File: src/rtl/decode_issue.sv
// decode_issue: RV32I decode/issue stage with one registered output slot.
// Ports: upstream instr handshake, regfile read, downstream ALU bundle.
module decode_issue #(
  parameter bit LOAD_USE_STALL = 1'b1
) (
  input  logic        clk,
  input  logic        rst_n,
  input  logic        flush,
  input  logic        in_valid,
  output logic        in_ready,
  input  logic [31:0] in_instr,
  input  logic [31:0] in_pc,
  input  logic [31:0] rs1_data,
  input  logic [31:0] rs2_data,
  output logic [4:0]  rs1_addr,
  output logic [4:0]  rs2_addr,
  output logic        out_valid,
  input  logic        out_ready,
  output logic [31:0] alu_a,
  output logic [31:0] alu_b,
  output logic [6:0]  opcode,
  output logic [2:0]  func3,
  output logic        func7,
  output logic [31:0] imm,
  output logic [31:0] target,
  output logic [31:0] store_data,
  output logic [4:0]  rd,
  output logic        reg_we,
  output logic        mem_rd,
  output logic        mem_wr,
  output logic        illegal
);

  localparam logic [6:0] OP_LUI   = 7'b0110111;
  localparam logic [6:0] OP_AUIPC = 7'b0010111;
  localparam logic [6:0] OP_JAL   = 7'b1101111;
  localparam logic [6:0] OP_JALR  = 7'b1100111;
  localparam logic [6:0] OP_BR    = 7'b1100011;
  localparam logic [6:0] OP_LD    = 7'b0000011;
  localparam logic [6:0] OP_ST    = 7'b0100011;
  localparam logic [6:0] OP_AI    = 7'b0010011;
  localparam logic [6:0] OP_AR    = 7'b0110011;

  localparam logic [6:0] F7_0   = 7'b0000000;
  localparam logic [6:0] F7_ALT = 7'b0100000;

  typedef struct packed {
    logic [31:0] alu_a;
    logic [31:0] alu_b;
    logic [31:0] imm;
    logic [31:0] target;
    logic [31:0] store_data;
    logic [6:0]  opcode;
    logic [2:0]  func3;
    logic        func7;
    logic [4:0]  rd;
    logic        reg_we;
    logic        mem_rd;
    logic        mem_wr;
    logic        illegal;
  } id_ex_t;

  logic [6:0] op;
  logic [2:0] f3;
  logic [6:0] f7;

  assign op = in_instr[6:0];
  assign f3 = in_instr[14:12];
  assign f7 = in_instr[31:25];

  assign rs1_addr = in_instr[19:15];
  assign rs2_addr = in_instr[24:20];

  logic is_lui, is_auipc, is_jal, is_jalr;
  logic is_br, is_ld, is_st, is_ai, is_ar;
  logic is_shift;

  assign is_lui   = (op == OP_LUI);
  assign is_auipc = (op == OP_AUIPC);
  assign is_jal   = (op == OP_JAL);
  assign is_jalr  = (op == OP_JALR);
  assign is_br    = (op == OP_BR);
  assign is_ld    = (op == OP_LD);
  assign is_st    = (op == OP_ST);
  assign is_ai    = (op == OP_AI);
  assign is_ar    = (op == OP_AR);

  // Shift-immediate forms carry funct7 in the imm field.
  assign is_shift = is_ai &
    ((f3 == 3'b001) | (f3 == 3'b101));

  logic [31:0] imm_i, imm_s, imm_b;
  logic [31:0] imm_u, imm_j;

  assign imm_i = {{20{in_instr[31]}},
                  in_instr[31:20]};
  assign imm_s = {{20{in_instr[31]}},
                  in_instr[31:25],
                  in_instr[11:7]};
  assign imm_b = {{19{in_instr[31]}},
                  in_instr[31],
                  in_instr[7],
                  in_instr[30:25],
                  in_instr[11:8],
                  1'b0};
  assign imm_u = {in_instr[31:12], 12'b0};
  assign imm_j = {{11{in_instr[31]}},
                  in_instr[31],
                  in_instr[19:12],
                  in_instr[20],
                  in_instr[30:21],
                  1'b0};

  logic [31:0] imm_sel;

  always_comb begin
    imm_sel = '0;
    unique case (1'b1)
      is_jalr, is_ld, is_ai: imm_sel = imm_i;
      is_st:                 imm_sel = imm_s;
      is_br:                 imm_sel = imm_b;
      is_lui, is_auipc:      imm_sel = imm_u;
      is_jal:                imm_sel = imm_j;
      default:               imm_sel = '0;
    endcase
  end

  logic bad;

  always_comb begin
    bad = 1'b0;
    unique case (1'b1)
      is_br:
        bad = (f3 == 3'b010) | (f3 == 3'b011);
      is_ld:
        bad = (f3 == 3'b011) | (f3[2:1] == 2'b11);
      is_st:
        bad = (f3 > 3'b010);
      is_ar:
        bad = !((f7 == F7_0) |
                ((f7 == F7_ALT) &
                 ((f3 == 3'b000) | (f3 == 3'b101))));
      is_ai:
        bad = is_shift &
              !((f7 == F7_0) |
                ((f7 == F7_ALT) & (f3 == 3'b101)));
      is_lui, is_auipc, is_jal, is_jalr:
        bad = 1'b0;
      default:
        bad = 1'b1;
    endcase
  end

  logic [31:0] op_a, op_b;

  always_comb begin
    op_a = rs1_data;
    unique case (1'b1)
      is_auipc, is_jal, is_jalr: op_a = in_pc;
      is_lui:                    op_a = '0;
      default:                   op_a = rs1_data;
    endcase
  end

  always_comb begin
    op_b = imm_sel;
    unique case (1'b1)
      is_ar, is_br: op_b = rs2_data;
      is_shift:     op_b = {27'b0, imm_sel[4:0]};
      default:      op_b = imm_sel;
    endcase
  end

  logic [31:0] pc_sum, jr_sum, tgt;

  assign pc_sum = in_pc + imm_sel;
  assign jr_sum = rs1_data + imm_sel;

  always_comb begin
    tgt = '0;
    unique case (1'b1)
      is_br, is_jal: tgt = pc_sum;
      is_jalr:       tgt = {jr_sum[31:1], 1'b0};
      default:       tgt = '0;
    endcase
  end

  logic wb_op;

  assign wb_op = is_lui | is_auipc | is_jal |
                 is_jalr | is_ld | is_ai | is_ar;

  id_ex_t dec;

  always_comb begin
    dec            = '0;
    dec.alu_a      = op_a;
    dec.alu_b      = op_b;
    dec.imm        = imm_sel;
    dec.target     = tgt;
    dec.store_data = rs2_data;
    dec.opcode     = bad ? 7'd0 : op;
    dec.func3      = f3;
    dec.func7      = (is_ar | (is_ai & (f3 == 3'b101)))
                     & in_instr[30];
    dec.rd         = in_instr[11:7];
    dec.reg_we     = !bad & wb_op &
                     (in_instr[11:7] != 5'd0);
    dec.mem_rd     = !bad & is_ld;
    dec.mem_wr     = !bad & is_st;
    dec.illegal    = bad;
  end

  id_ex_t ex_d, ex_q;
  logic   valid_d, valid_q;

  logic use_rs1, use_rs2;
  logic hazard, stall, ld, xfer;

  assign use_rs1 = !(is_lui | is_auipc | is_jal);
  assign use_rs2 = is_ar | is_br | is_st;

  // Load in the slot whose result the incoming
  // instruction needs: hold it back one cycle.
  assign hazard = valid_q & ex_q.mem_rd &
                  (ex_q.rd != 5'd0) & in_valid &
                  ((use_rs1 & (rs1_addr == ex_q.rd)) |
                   (use_rs2 & (rs2_addr == ex_q.rd)));

  assign stall    = LOAD_USE_STALL & hazard;
  assign ld       = !valid_q | out_ready;
  assign in_ready = ld & !stall & !flush;
  assign xfer     = in_valid & in_ready;

  // A load cycle without a transfer empties the
  // slot; this is what produces the stall bubble.
  always_comb begin
    valid_d = valid_q;
    ex_d    = ex_q;
    if (flush) begin
      valid_d = 1'b0;
    end else if (ld) begin
      valid_d = xfer;
      if (xfer) ex_d = dec;
    end
  end

  always_ff @(posedge clk or negedge rst_n) begin
    if (!rst_n) begin
      valid_q <= 1'b0;
      ex_q    <= '0;
    end else begin
      valid_q <= valid_d;
      ex_q    <= ex_d;
    end
  end

  assign out_valid  = valid_q;
  assign alu_a      = ex_q.alu_a;
  assign alu_b      = ex_q.alu_b;
  assign opcode     = ex_q.opcode;
  assign func3      = ex_q.func3;
  assign func7      = ex_q.func7;
  assign imm        = ex_q.imm;
  assign target     = ex_q.target;
  assign store_data = ex_q.store_data;
  assign rd         = ex_q.rd;
  assign reg_we     = ex_q.reg_we;
  assign mem_rd     = ex_q.mem_rd;
  assign mem_wr     = ex_q.mem_wr;
  assign illegal    = ex_q.illegal;

endmodule

File: config.mk
export PLATFORM = sky130hd
export DESIGN_NAME = decode_issue
export DESIGN_NICKNAME = d
export VERILOG_FILES = /design/src/rtl/decode_issue.sv
export SDC_FILE = /design/constraint.sdc
export NUM_CORES = 1
export LEC_CHECK = 0
export BUFFER_PORTS_ARGS = -buffer_cell sky130_fd_sc_hd__buf_2
export CORE_MARGIN = 5
export CORE_UTILIZATION = 40
export DETAILED_ROUTE_END_ITERATION = 12
export SYNTH_ARGS = -nofsm -noshare
export SYNTH_HDL_FRONTEND = slang
export SYNTH_SLANG_ARGS = --single-unit
File: constraint.sdc
create_clock -name clk -period 4.26 [get_ports clk]
set_input_delay 0.426 -clock clk [delete_from_list [all_inputs] [get_ports clk]]
set_output_delay 0.426 -clock clk [all_outputs]
set_load 0.05 [all_outputs]
==> reports/qor.yml, run 1 <==
antenna_found_initial: 1
wl_met2_mm: 20.8
overflow: 0
core_um2: 27900
tightest_slew_ns: 0.953
cellLeakagePower_nw: 7.66
syn2layout_area_growth_pct: 30.1
p_seq_share_pct: 38.1
h-tree-depth: 4
die_height_um: 178
viasPerCell: 5.51
start_util_pct: 40.6
crit_path_frequent_cell: "or3_1"
fmax_ghz: 0.246
worst_setup_path_start_kind: "input pin"
drive_above_1_share_pct: 35.5
wl_met1_mm: 18.3
drt_iter0_drc: 879
clkPwrFrac_pct: 33.3
power_mw: 5.11
layout_common_cells: "buf_2, dfrtp_1, nand2_1"
yosysSeqAreaShare_pct: 39.9
cts_buffers: 17
crit_buf_inv: 3
crit_chain: "buf_2 > nand2_1 > or3_1 > nor2_1 > or3_1 > and2_1 > buf_4 > a21o_1 > ha_1 > or3_1 > a2111oi_0 > o21ai_1 > a2111oi_0 > buf_4 > nor3_1 > xor2_1 > a22oi_1 > o21ai_0"
drcViolationCount: 0
yosysTopAreaCell: "dfrtp_1"
avgSynthCellArea_um2: 9.36
placementRows: 61
synth_top_area_share_pct: 39.9
synth_seq_cells: 181
switchingPower_mw: 2.02
portBuffers: 324
synthArstFlopShare_pct: 100
first_pass_iters: 5
clk_latency_ns: 0.46
ioPinCount: 325
synthCells: 1213
finalSetupViolations: 0
post-cts-setup-buffers: 0
rsz0062_at_grt: "no"
ir_drop_uv: 285
min_period_ns: 4.06
power.internal_mw: 3.10
finalMaxSlewViolations: 0
required_ns: 4.59
gp_congestion: 0.939
post-dp-hpwl_mm: 34.2
final_common_cell: "buf_2"
grt_pass1_wl_mm: 64.9
synth_area_um2: 11300
wl_mm: 42.9
final_cell_count_no_fill: 2006
synthFlopType: "dfrtp_1"
synth_area_leaders: "dfrtp_1, ha_1, mux2_2"
synth.yosys.warnings: 0
path_clk_slew_ns: 0.08
power.density_nw_per_um2: 346
syn_nets: 1409
vias: 11100
path_class: "in -> reg"
dp.cells: 1971
die_x_um: 178
ant_nets: 0
grt_pass1_vias: 10900
grtUsageTotal_pct: 26.5
post-route-period-util_pct: 95.2
relSlewSlack_pct: 36.4
cp_slowest_cell: "a2111oi_0"
cts_sinks: 181
critical_path.max_stage_delay_ns: 0.46
synthDistinctLibCells: 69
pwr-share-comb_pct: 28.6
cp.arrival_ns: 4.38
clock-root-buffer: "clkbuf_16"
tritoncts: "built"
status: "finished, final reports clean"
skew_ns: 0.0167
sw_frac_of_total_pct: 39.5
fin_nets: 1809
dieArea_um2: 31800
min_path_type: "in -> reg"
synth_edf_count: 0
crit_path_end_kind: "flip-flop"
routedWlPerCell_um: 21.4
path_delay_family: "compound AO/OA/AOI/OAI gates"
routed.top_layer: "met5"
drv_cap: 0
hold_viol: 0
grt_max_degree: 87
clockBufferDepth: 2
path_max_fanout: 6
route.met3.wl_mm: 3.14
holdWs_ns: 0.179
[worst register-to-register path: stages (launching register included)]
cell,delay [ns]
dfrtp_1,0.45
xnor2_1,0.17
nand4_1,0.11
a2111oi_0,0.31
o21ai_0,0.13
and3b_1,0.31
nand2_8,0.40
buf_4,0.52
mux2_2,0.42
[power by group through the flow]
stage / clock network [mW] / registers [mW] / logic, mW
after floorplan: 0 / 2.51 / 0.450
after detailed placement: 0 / 1.98 / 1.46
final: 1.70 / 1.95 / 1.46
after CTS: 1.73 / 1.95 / 1.47
after global routing: 1.80 / 1.97 / 1.56
after global placement: 0 / 1.98 / 1.46
[cell type report]
type | count | area, µm²
fill | 2699 | 13200
inverter | 31 | 116
clock buffer | 17 | 425
timing repair buffer | 453 | 2630
sequential | 181 | 4530
multi-input combinational | 929 | 6390
tap | 378 | 473
antenna | 2 | 5.00
clock inverter | 15 | 198
[state kept, by name, summed over array words and instances (netlist names)]
register / count
alu_b: 32
store_data: 32
mem_wr: 1
target: 32
illegal: 1
func3: 3
func7: 1
imm: 32
out_valid: 1
reg_we: 1
rd: 5
mem_rd: 1
alu_a: 32
opcode: 7
[cell families after synthesis]
logic type / count (synthesis) / share of synthesized area [%]
XOR/XNOR: 64 / 4.94
AO/OA/AOI/OAI: 421 / 24.2
multiplexers: 69 / 6.82
adder cells (fa/ha/maj): 63 / 7.08
buffers and inverters: 103 / 4.21
AND/OR/NAND/NOR: 312 / 12.9
flip-flops: 181 / 39.9
[repair_timing]
item,CTS,global route
endpoints found under the hold margin,57,0
hold buffers,1,0
resized for setup,0,1
setup endpoints to repair,0,2
[through the flow]
step | TNS, ns | cell area (µm²) | utilization (%) | setup WS, ns
global placement | -0.452 | 14100 | 50.5 | -0.131
floorplan | 0 | 11300 | - | 0.243
detailed placement | -0.660 | 14100 | 50.5 | -0.197
global route | 0 | 14800 | 52.8 | 0.00338
CTS | 0 | 14800 | 52.8 | 0.127
finish | 0 | 14800 | 52.8 | 0.203
[synthesized netlist by cell type, drive strengths merged (3+ instances only)]
| cell | n |
|---|---|
| o31a | 3 |
| or2 | 5 |
| o31ai | 8 |
| o21ai | 141 |
| nand3 | 21 |
| a21o | 51 |
| a21oi | 56 |
| nand4 | 13 |
| a31oi | 11 |
| nor2 | 43 |
| a211oi | 10 |
| o211ai | 11 |
| xnor2 | 43 |
| ha | 61 |
| inv | 31 |
| dfrtp | 181 |
| xor2 | 21 |
| nand2 | 153 |
| clkbuf | 34 |
| and3 | 6 |
| o221ai | 3 |
| or4 | 6 |
| buf | 38 |
| or3 | 8 |
| and2 | 11 |
| a221oi | 3 |
| nor3 | 21 |
| o21a | 4 |
| a211o | 4 |
| a22oi | 86 |
| nand2b | 8 |
| o21bai | 11 |
| a2111oi | 7 |
| nor4 | 3 |
| mux2 | 67 |
[path summary, 6_finish.rpt]
kind	from	endpoint	slack [ns]	cells past startpoint
max	in_instr[1]	target[21]	0.20	18
min	flush	out_valid	0.18	2
max reg2reg	rd[2]	store_data[20]	1.33	8
min reg2reg	target[8]	target[8]	0.48	2
max in group asynchronous	rst_n	rd[0]	2.80	3
min in group asynchronous	rst_n	target[12]	0.50	2
[layer usage]
| metal | vias up | GRT usage, % |
|---|---|---|
| met1 | 5313 | 35.6 |
| met3 | 51 | 4.94 |
| met2 | 424 | 44.7 |
| met4 | 2 | 6.08 |
| li1 | 5268 | - |
| met5 | - | 0 |
(Power assumes the default switching activity.)
==> run 2, diff against run 1 <==
CORE_ASPECT_RATIO = 0.5   (was unset)
CTS_CLUSTER_SIZE = 20   (was unset)
clock period = 4.9 ns   (was 4.26 ns; I/O delays follow)
==> run 2 against run 1 <==
Sequential cell count unchanged. Register-to-register slack better by 0.50 ns. Sequential power is 13% lower. Via count shrank 2.6%. Clock power decreased by 18%. Critical path type unchanged. Critical endpoint is now target[29]. Largest cell class unchanged.
==> reports/qor.yml, run 2 (synthesis results as in run 1) <==
route.met3.wl_mm: 2.62  # was 3.14 mm
cts_sinks: 181  # unchanged
power_mw: 4.33  # was 5.11 mW
status: "finished, final reports clean"  # unchanged
layout_common_cells: "buf_2, dfrtp_1, nand2_1"  # unchanged
post-dp-hpwl_mm: 32.7  # was 34.2 mm
finalSetupViolations: 0  # unchanged
pre_cts_slack_ns: 0.0864  # was -0.197 ns
required_ns: 5.30  # was 4.59 ns
switchingPower_mw: 1.69  # was 2.02 mW
antenna_found_initial: 0  # was 1
path_max_fanout: 8  # was 6
grt_max_degree: 118  # was 87
routedWlPerCell_um: 21.9  # was 21.4 µm
gp_congestion: 0.968  # was 0.939
grt_pass1_vias: 10700  # was 10900
h-tree-depth: 4  # unchanged
clkPwrFrac_pct: 32.3  # was 33.3%
die_height_um: 129  # was 178 µm
core_um2: 27800  # was 27900 µm²
drcViolationCount: 0  # unchanged
clockBufferDepth: 2  # unchanged
routed.top_layer: "met4"  # was met5
post-route-period-util_pct: 90.7
power.density_nw_per_um2: 307  # was 346 nW/µm²
skew_ns: 0.0179  # was 0.0167 ns
die_x_um: 248  # was 178 µm
tightest_slew_ns: 1.03  # was 0.953 ns
placementRows: 43  # was 61
path_class: "in -> reg"  # unchanged
vias: 10800  # was 11100
p_seq_share_pct: 39.3  # was 38.1%
post-cts-setup-buffers: 0  # unchanged
overflow: 0  # unchanged
wl_mm: 42.1  # was 42.9 mm
wl_met1_mm: 19.3  # was 18.3 mm
syn2layout_area_growth_pct: 24.3  # was 30.1%
cp.arrival_ns: 4.84  # was 4.38 ns
first_pass_iters: 5  # unchanged
diodes: 0  # was 2
final_common_cell: "buf_2"  # unchanged
viasPerCell: 5.60  # was 5.51
final_cell_count_no_fill: 1924  # was 2006
cellLeakagePower_nw: 7.24  # was 7.66 nW
start_util_pct: 40.8  # was 40.6%
ir_drop_uv: 248  # was 285 µV
holdBufCountCts: 0  # was 1
drt_iter0_drc: 930  # was 879
ant_nets: 0  # unchanged
cts_buffers: 17  # unchanged
pwr-share-comb_pct: 28.4  # was 28.6%
fin_nets: 1725  # was 1809
fmax_ghz: 0.225
grtUsageTotal_pct: 26.2  # was 26.5%
drv_cap: 0  # unchanged
dp.cells: 1892  # was 1971
holdWs_ns: 0.134  # was 0.179 ns
crit_path_end_kind: "flip-flop"  # unchanged
worst_setup_path_start_kind: "input pin"  # unchanged
relSlewSlack_pct: 31.6  # was 36.4%
reg2regPathDepth: 8  # unchanged
finalMaxSlewViolations: 0  # unchanged
path_clk_slew_ns: 0.08  # about the same
min_path_type: "in -> async"  # was in -> reg
tritoncts: "built"  # unchanged
drive_above_1_share_pct: 32.0  # was 35.5%
portBuffers: 324  # unchanged
dieArea_um2: 32000  # was 31800 µm²
wl_met2_mm: 19.5  # was 20.8 mm
ioPinCount: 325  # unchanged
hold_viol: 0  # unchanged
power.internal_mw: 2.64  # was 3.10 mW
grt_pass1_wl_mm: 64.6  # was 64.9 mm
cts.repair.resized: 0  # unchanged
rsz0062_at_grt: "no"  # unchanged
finalWorstSetupSlack_ns: 0.454  # was 0.203 ns
min_period_ns: 4.45
sw_frac_of_total_pct: 39.0  # was 39.5%
clk_latency_ns: 0.47  # was 0.46 ns
clock-root-buffer: "clkbuf_16"  # unchanged
tns_ns: 0  # unchanged
[run 2: changes by cell type in the layout (fill, tap and decap cells not counted), sizes merged]
| cell | before | now |
|---|---|---|
| buf | 451 | 368 |
| clkinv | 7 | 5 |
| diode | 2 | 0 |
| dlygate4sd3 | 1 | 0 |
| inv | 38 | 40 |
[run 2: layout make-up]
| cell class | count | area, µm² |
|---|---|---|
| fill | 2649 | 13700 |
| timing repair buffer | 369 | 2010 |
| sequential | 181 | 4530 |
| clock buffer | 17 | 425 |
| tap | 382 | 478 |
| inverter | 31 | 116 |
| clock inverter | 15 | 155 |
| multi-input combinational | 929 | 6400 |
[run 2: routing by layer]
layer | vias up | GRT usage, %
met5 | - | 0
met4 | 0 | 7.07
met3 | 43 | 4.53
met2 | 344 | 41.4
met1 | 5294 | 37.5
li1 | 5087 | -
[run 2: power groups by stage]
stage / registers (mW) / logic (mW) / clock network (mW)
6_report: 1.70 / 1.23 / 1.40
5_1_grt: 1.72 / 1.31 / 1.50
3_3_place_gp: 1.72 / 1.23 / 0
2_1_floorplan: 2.18 / 0.391 / 0
4_1_cts: 1.70 / 1.24 / 1.43
3_5_place_dp: 1.73 / 1.23 / 0
[run 2: worst paths after layout]
check,endpoint,startpoint,slack (ns)
setup / recovery,target[29],in_instr[5],0.45
min in group clk,out_valid,flush,0.25
hold reg to reg,target[17],target[17],0.48
hold / removal,target[20],rst_n,0.13
max in group asynchronous,imm[31],rst_n,3.72
setup reg to reg,imm[21],rd[2],1.83
[run 2: per-stage QoR]
step                utilization [%]  area [µm²]
detailed placement             48.6       13500
finish                         50.7       14100
global placement               48.6       13500
global route                   50.7       14100
floorplan                         -       11300
CTS                            50.7       14100
[run 2: critical path, stage by stage]
cell and delay [ns]:
buf_2 0.17, nor2b_1 0.25, nand2_1 0.22, o21ai_0 0.47, a22oi_1 0.29, inv_1 0.23
ha_1 0.26, a21o_1 0.17, a21o_1 0.21, a211oi_1 0.45, o21ai_1 0.31, a41oi_1 0.49
o21ai_1 0.17, a2111oi_0 0.48, a211oi_1 0.10, nand2_1 0.08
